### src/rtl/dm_pkg.sv
// Shared debug-module constants: flag addresses in debug memory, FLAGS word
// bit positions and the abstract-command error encodings.
package dm_pkg;

  // Word-aligned byte addresses of the hart-to-DM flag registers.
  localparam logic [31:0] HALTED_ADDR    = 32'h0000_0100;
  localparam logic [31:0] GOING_ADDR     = 32'h0000_0104;
  localparam logic [31:0] RESUMING_ADDR  = 32'h0000_0108;
  localparam logic [31:0] EXCEPTION_ADDR = 32'h0000_010C;
  localparam logic [31:0] FLAGS_ADDR     = 32'h0000_0400;

  // Bit positions inside the FLAGS word polled by the parked hart.
  localparam int unsigned FLAG_GO     = 0;
  localparam int unsigned FLAG_RESUME = 1;

  // Index of each writable flag in the decode vector.
  localparam int unsigned NUM_FLAGS     = 4;
  localparam int unsigned IDX_HALTED    = 0;
  localparam int unsigned IDX_GOING     = 1;
  localparam int unsigned IDX_RESUMING  = 2;
  localparam int unsigned IDX_EXCEPTION = 3;

  // Abstract-command error codes reported through abstractcs.cmderr.
  typedef enum logic [2:0] {
    CMDERR_NONE         = 3'd0,
    CMDERR_BUSY         = 3'd1,
    CMDERR_NOTSUPPORTED = 3'd2,
    CMDERR_EXCEPTION    = 3'd3,
    CMDERR_HALTRESUME   = 3'd4,
    CMDERR_BUS          = 3'd5,
    CMDERR_OTHER        = 3'd7
  } cmderr_e;

  // Flag address for a decode-vector index.
  function automatic logic [31:0] flag_addr(input int unsigned idx);
    case (idx)
      IDX_HALTED:    flag_addr = HALTED_ADDR;
      IDX_GOING:     flag_addr = GOING_ADDR;
      IDX_RESUMING:  flag_addr = RESUMING_ADDR;
      default:       flag_addr = EXCEPTION_ADDR;
    endcase
  endfunction

endpackage

### src/rtl/dm_mem_flags.sv
// Debug-memory flag handler: decodes hart writes to the HALTED / GOING /
// RESUMING / EXCEPTION flags into registered pulses and sticky status, serves
// the FLAGS word the parked hart polls, and drives the hart debug request.
module dm_mem_flags
  import dm_pkg::*;
#(
  parameter int AW      = 12,
  parameter int HART_ID = 0,
  parameter int HIDW    = 10
) (
  input  logic          clk_i,
  input  logic          rst_i,
  input  logic          req_i,
  input  logic          we_i,
  input  logic [AW-1:0] addr_i,
  input  logic [31:0]   wdata_i,
  input  logic [3:0]    be_i,
  output logic [31:0]   rdata_o,
  output logic          rvalid_o,
  input  logic          go_i,
  input  logic          resume_i,
  input  logic          haltreq_i,
  input  logic          clear_resumeack_i,
  input  logic          ndmreset_i,
  output logic          halted_o,
  output logic          going_o,
  output logic          exception_o,
  output logic          halted_q_o,
  output logic          resuming_q_o,
  output logic          debug_req_o
);

  localparam logic [HIDW-1:0] HART_ID_FIELD = HIDW'(HART_ID);

  logic [NUM_FLAGS-1:0] flag_hit;
  logic [NUM_FLAGS-1:0] flag_wr;
  logic                 flags_hit;
  logic                 wr_accept;
  logic [31:0]          rdata_next;

  logic [31:0] rdata_reg;
  logic        rvalid_reg;
  logic        halted_reg;
  logic        going_reg;
  logic        exception_reg;
  logic        halted_q_reg;
  logic        resuming_q_reg;
  logic        debug_req_reg;

  // Byte-lane bits of the address and the upper write-data bits carry no meaning here.
  logic unused_bits;
  assign unused_bits = ^{addr_i[1:0], wdata_i[31:HIDW]};

  // Per-flag word-address comparators.
  for (genvar gi = 0; gi < NUM_FLAGS; gi++) begin : g_flag_decode
    localparam logic [31:0] FLAG_ADDR = flag_addr(gi);
    assign flag_hit[gi] = (addr_i[AW-1:2] == FLAG_ADDR[AW-1:2]);
  end

  // Address decode: qualify flag writes and build the read data for this request.
  always_comb begin
    flags_hit  = (addr_i[AW-1:2] == FLAGS_ADDR[AW-1:2]);
    wr_accept  = req_i & we_i & (|be_i) & (wdata_i[HIDW-1:0] == HART_ID_FIELD);
    // ndmreset suppresses every flag effect in its cycle.
    flag_wr    = (wr_accept & ~ndmreset_i) ? flag_hit : '0;
    rdata_next = '0;
    if (req_i && !we_i && flags_hit) begin
      rdata_next[FLAG_GO]     = go_i;
      rdata_next[FLAG_RESUME] = resume_i;
    end
  end

  // Register block: bus response, status pulses, sticky bits and debug request.
  always_ff @(posedge clk_i) begin
    if (rst_i) begin
      rdata_reg      <= '0;
      rvalid_reg     <= 1'b0;
      halted_reg     <= 1'b0;
      going_reg      <= 1'b0;
      exception_reg  <= 1'b0;
      halted_q_reg   <= 1'b0;
      resuming_q_reg <= 1'b0;
      debug_req_reg  <= 1'b0;
    end else begin
      rvalid_reg    <= req_i;
      rdata_reg     <= rdata_next;
      halted_reg    <= flag_wr[IDX_HALTED];
      going_reg     <= flag_wr[IDX_GOING];
      exception_reg <= flag_wr[IDX_EXCEPTION];
      debug_req_reg <= haltreq_i & ~halted_q_reg;

      if (ndmreset_i) begin
        halted_q_reg <= 1'b0;
      end else if (flag_wr[IDX_RESUMING]) begin
        halted_q_reg <= 1'b0;
      end else if (flag_wr[IDX_HALTED]) begin
        halted_q_reg <= 1'b1;
      end

      // A RESUMING write outranks a concurrent acknowledge clear.
      if (ndmreset_i) begin
        resuming_q_reg <= 1'b0;
      end else if (flag_wr[IDX_RESUMING]) begin
        resuming_q_reg <= 1'b1;
      end else if (clear_resumeack_i) begin
        resuming_q_reg <= 1'b0;
      end
    end
  end

  assign rdata_o      = rdata_reg;
  assign rvalid_o     = rvalid_reg;
  assign halted_o     = halted_reg;
  assign going_o      = going_reg;
  assign exception_o  = exception_reg;
  assign halted_q_o   = halted_q_reg;
  assign resuming_q_o = resuming_q_reg;
  assign debug_req_o  = debug_req_reg;

endmodule

### config.mk
export PLATFORM = sky130hd
export DESIGN_NAME = dm_mem_flags
export DESIGN_NICKNAME = d
export VERILOG_FILES = /design/src/rtl/dm_pkg.sv /design/src/rtl/dm_mem_flags.sv
export SDC_FILE = /design/constraint.sdc
export NUM_CORES = 1
export LEC_CHECK = 0
export ABC_AREA = 1
export CAP_MARGIN = 20
export CORE_MARGIN = 4
export CORE_UTILIZATION = 25
export CTS_CLUSTER_SIZE = 20
export DETAILED_ROUTE_END_ITERATION = 16
export PLACE_DENSITY = 0.81
export SYNTH_ARGS = -nofsm -noshare
export SYNTH_HDL_FRONTEND = slang
export SYNTH_SLANG_ARGS = --single-unit
### constraint.sdc
create_clock -name clk_i -period 1.1 [get_ports clk_i]
set_clock_uncertainty 0.15 [all_clocks]
set_input_delay 0.11 -clock clk_i [delete_from_list [all_inputs] [get_ports clk_i]]
set_output_delay 0.11 -clock clk_i [all_outputs]
set_load 0.05 [all_outputs]
; ---- Word-level counts from Yosys, hierarchy flattened
; Cells that the tools add are included.
[word_totals]
reg_bits = 39
in_bits = 57
out_inout_bits = 39
word_cells = 36
[classes]
n_eq_ne = 5
n_mux = 3
bitwise_logic = 9
n_reduce_logical = 10
[op_table]
columns = op, count
row1 = $eq A10 B7 Y1 const B, 4
row2 = $eq A10 B9 Y1 const B, 1
row3 = $logic_not A10 Y1, 1
row4 = $reduce_or A2 Y1, 3
row5 = $and A1 B1 Y1, 5
row6 = $not A1 Y1, 4
row7 = $reduce_or A4 Y1, 1
row8 = $mux W3, 1
row9 = $reduce_or A3 Y1, 1
row10 = $logic_and A1 B1 Y1, 2
row11 = $mux W1, 2
row12 = $reduce_bool A2 Y1, 1
row13 = $logic_not A1 Y1, 1

; ---- Depth between registers and ports, before layout
; Gate-level depths: netlist (run 1).
[logic_depth]
depth_word = 6
ltp_mapped = 7
depth_no_buf = 7

; ---- Least setup slack after synthesis (run 1)
; Ideal clock, no wire load.
[synth_timing]
path_type = register -> register
startpoint = register resuming_q_o (netlist name)
endpoint = register resuming_q_reg (netlist: resuming_q_o)
setup_ns = 0.070
t_arrival_ns = 0.830
required_ns = 0.880
slack_ns = 0.050
stages_incl_launch_ff = 3
n_path_buf = 0
synth_period_minus_slack_ns = 1.050
path_cell_list = dfxtp_1 -> nand2_1 -> a21boi_1
[synth_rtl]
columns = element, line
row1 = end signal: assignment, dm_mem_flags.sv:82  ; resuming_q_reg <= 1'b0;
row2 = end signal: assignment, dm_mem_flags.sv:102  ; resuming_q_reg <= 1'b0;
row3 = end signal: assignment, dm_mem_flags.sv:104  ; resuming_q_reg <= 1'b1;
row4 = end: declaration, dm_mem_flags.sv:47  ; logic resuming_q_reg;

; ---- Worst setup path in the final report (run 1)
[layout_timing]
startpoint = register halted_q_reg (netlist: halted_q_o)
endpoint = output halted_q_o
[layout_rtl]
columns = element, line
row1 = start: declaration, dm_mem_flags.sv:46  ; logic halted_q_reg;
row2 = start signal: assignment, dm_mem_flags.sv:81  ; halted_q_reg <= 1'b0;
row3 = start signal: assignment, dm_mem_flags.sv:93  ; halted_q_reg <= 1'b0;
row4 = start signal: assignment, dm_mem_flags.sv:95  ; halted_q_reg <= 1'b0;
row5 = end: declaration, dm_mem_flags.sv:28  ; output logic halted_q_o,
; No word-level cell between the ends.

==> results.sh, run 1 <==
export IMPL_worst_setup_path_end_kind="output pin"
export IMPL_worstPathCellList="buf_12"
export IMPL_vias_per_cell=3.77
export IMPL_synth_flop_cell="dfxtp_1"
export IMPL_r2r_cells=2
export IMPL_cap_violations=0
export IMPL_initial_core_util_pct=26.0
export IMPL_ys_types=19
export IMPL_num_rows=19
export IMPL_crit_fanout=3
export IMPL_hpwl_um=1520
export IMPL_post_synth_inst_count=103
export IMPL_peakVddDrop_uv=597
export IMPL_place_port_buffers=41
export IMPL_clock_sinks=9
export IMPL_start_kind="register"
export IMPL_synth_top_area_cell="buf_4"
export IMPL_top_usage_layer="met2"
export IMPL_grt_use_met3_pct=0.839
export IMPL_num_vias=683
export IMPL_postCtsSetupBuffers=0
export IMPL_drive_above_1_share_pct=24.0
export IMPL_first_global_vias=594
export IMPL_powerDensity_nw_per_um2=809
export IMPL_hold_path_class="input pin to register"
export IMPL_grt_first_pass_wirelength_um=2250
export IMPL_path_clk_slew_ns=0.06
export IMPL_synth_seq_cells=9
export IMPL_die_w_um=61.6
export IMPL_cts_hold_buf=0
export IMPL_grt_ovfl_total=0
export IMPL_hold_violations=0
export IMPL_drt_pass1_iter_count=4
export IMPL_dp_cells=177
export IMPL_worstPathRequired_ns=0.84
export IMPL_drt_iter0_drc=17
export IMPL_yosysTopAreaCellShare_pct=31.4
export IMPL_final_cells=181
export IMPL_synth_commonest_cells="buf_4 (30), nor2_1 (22), inv_1 (10)"
export IMPL_grt_max_degree=6
export IMPL_wire_per_inst_um=9.20
export IMPL_syn_cell_area_um2=718
export IMPL_dieArea_um2=3790
export IMPL_ios=96
export IMPL_cts_tree="done"
export IMPL_ys_seq_area_share_pct=25.1
export IMPL_fillCellCount=265
export IMPL_fin_crit_sh_pct=96.4
export IMPL_cts_max_path_buffers=2
export IMPL_dieHeight_um=61.6
export IMPL_layout_nets=208
export IMPL_seqCellArea_um2=180
export IMPL_slowest_stage="dfxtp_1"
export IMPL_critPathLaunch="halted_q_o"
export IMPL_synth_edff_count=0
export IMPL_power_leakage_nw=0.612
export IMPL_synth_most_common_cell="buf_4"
export IMPL_antenna_found_initial=0
export IMPL_cts_htree_levels=1
export IMPL_drc=0
export IMPL_multi_input_area_um2=429
export IMPL_grt_use_total_pct=7.71
export IMPL_place_gp_congestion=0.700
export IMPL_crit_type="register to output pin"
export IMPL_yosysWarnings=0
export IMPL_diodes=0
export IMPL_period_needed_ns=1.06
export IMPL_maxSlewViolCount=0
export IMPL_synth_area_top_cells="buf_4 (31%), dfxtp_1 (25%), nor2_1 (11%)"
export IMPL_fin_util_pct=44.5
export IMPL_fmax_ghz=0.943
export IMPL_rsz0062_at_grt="no"
export IMPL_crit_path_end="halted_q_o"
export IMPL_cp_num_cells=1
export IMPL_syn_avg_cell_area_um2=6.97
export IMPL_critPathTopFamily="flip-flops"
export IMPL_wl_um=1670
export IMPL_path_buf_inv=1
export IMPL_cts_buffers=3
export IMPL_r2r_setup_slack_ns=0.31
export IMPL_ant_nets=0
export IMPL_crit_reg2reg_capture="resuming_q_o"
export IMPL_syn2layout_area_growth_pct=70.9
export IMPL_hold_worst_slack_ns=0.0714
export IMPL_met2_usage_pct=16.3
export IMPL_met1_usage_pct=6.98
export IMPL_worstPathArrival_ns=0.80
export IMPL_r2r_start="resuming_q_o"
export IMPL_cts_root_buf="clkbuf_4"
export IMPL_async_reset_ff_share_pct=0
export IMPL_coreArea_um2=2760
export IMPL_finalSetupViolations=0
export IMPL_clk_latency_ns=0.25
export IMPL_max_stage_delay_ns=0.39
export IMPL_status="finished clean"
-- state kept, by name (all words and copies together), names as in the netlist --
| register | cells |
|---|---|
| halted_q_o | 1 |
| debug_req_o | 1 |
| exception_o | 1 |
| going_o | 1 |
| resuming_q_o | 1 |
| halted_o | 1 |
| rvalid_o | 1 |
| rdata_o | 2 |
-- kinds of logic (layout without fill, tap and decap cells) --
logic type	after synthesis	after routing	synth area share, %
flip-flops	9	9	25.1
buffers and inverters	40	58	36.6
AND/OR/NAND/NOR	52	52	36.8
AO/OA/AOI/OAI	1	1	1.05
other	1	30	0.522
-- cells in the final DEF, fill, tap and decap left out, types with 2 or more instances in the layout --
| cell | count |
|---|---|
| nor3_2 | 3 |
| clkdlybuf4s50_1 | 5 |
| nor2_1 | 17 |
| nand2_1 | 8 |
| nor2_4 | 2 |
| inv_1 | 8 |
| conb_1 | 30 |
| dfxtp_1 | 9 |
| buf_12 | 9 |
| buf_4 | 3 |
| dlygate4sd2_1 | 20 |
| nand3_2 | 3 |
| clkbuf_4 | 3 |
| nand3_1 | 2 |
| nor2_2 | 7 |
| inv_2 | 2 |
| nand4_1 | 3 |
| nand2_2 | 2 |
| dlymetal6s2s_1 | 7 |
-- report_power, final --
| part | total, mW | leakage, nW | switching, mW | internal (mW) |
|---|---|---|---|---|
| Combinational | 0.419 | 0.524 | 0.308 | 0.111 |
| Clock | 0.241 | 0.0150 | 0.102 | 0.139 |
| Sequential | 0.333 | 0.0730 | 0.00288 | 0.330 |
-- layer usage --
layer  vias to the layer above  part of all wire [%]
met5                         -                     0
met4                         0                     0
met3                         0                    10
met2                        30                    61
met1                       295                    29
li1                        358                     -
-- area by class of cell --
type                            count  area share (%)
Multi-Input combinational cell     83            35.0
Clock buffer                        4            2.14
Timing Repair Buffer               44            42.0
Sequential cell                     9            14.7
Tap cell                           31            3.16
Inverter                           10            3.06
-- stage by stage --
step	setup slack [ns]	power (mW)	cell area, µm²	TNS [ns]
floorplan	0.0498	0.699	827	0
global placement	-0.312	0.774	1160	-1.99
detailed placement	-0.366	0.777	1160	-2.25
CTS	-0.0128	1.01	1190	-0.0128
global route	0.000546	1.04	1230	0
finish	0.0400	0.993	1230	0
-- timing repair --
action                     4_1_cts  5_1_grt
resized for setup               29       12
setup endpoints to repair        6        3
pin swaps                       19        9
-- how the worst min path moves through the flow --
stage / slack [ns] / to / depth (start not counted) / startpoint
3_3_place_gp: 0.31 / debug_req_o / 1 / halted_q_o
3_5_place_dp: 0.32 / debug_req_o / 1 / halted_q_o
6_report: 0.07 / exception_o / 3 / addr_i[2]
5_1_grt: 0.08 / exception_o / 3 / addr_i[2]
4_1_cts: 0.09 / rvalid_o / 3 / req_i
2_1_floorplan: 0.04 / going_o / 1 / addr_i[3]
Power figures use the tool's default switching activity.
==> run 2: changes to the inputs <==
ABC_CLOCK_PERIOD_IN_PS = 1100   (was not set)
==> results of run 2 <==
No change in the layout: final DEF, timing and power equal those of run 1.
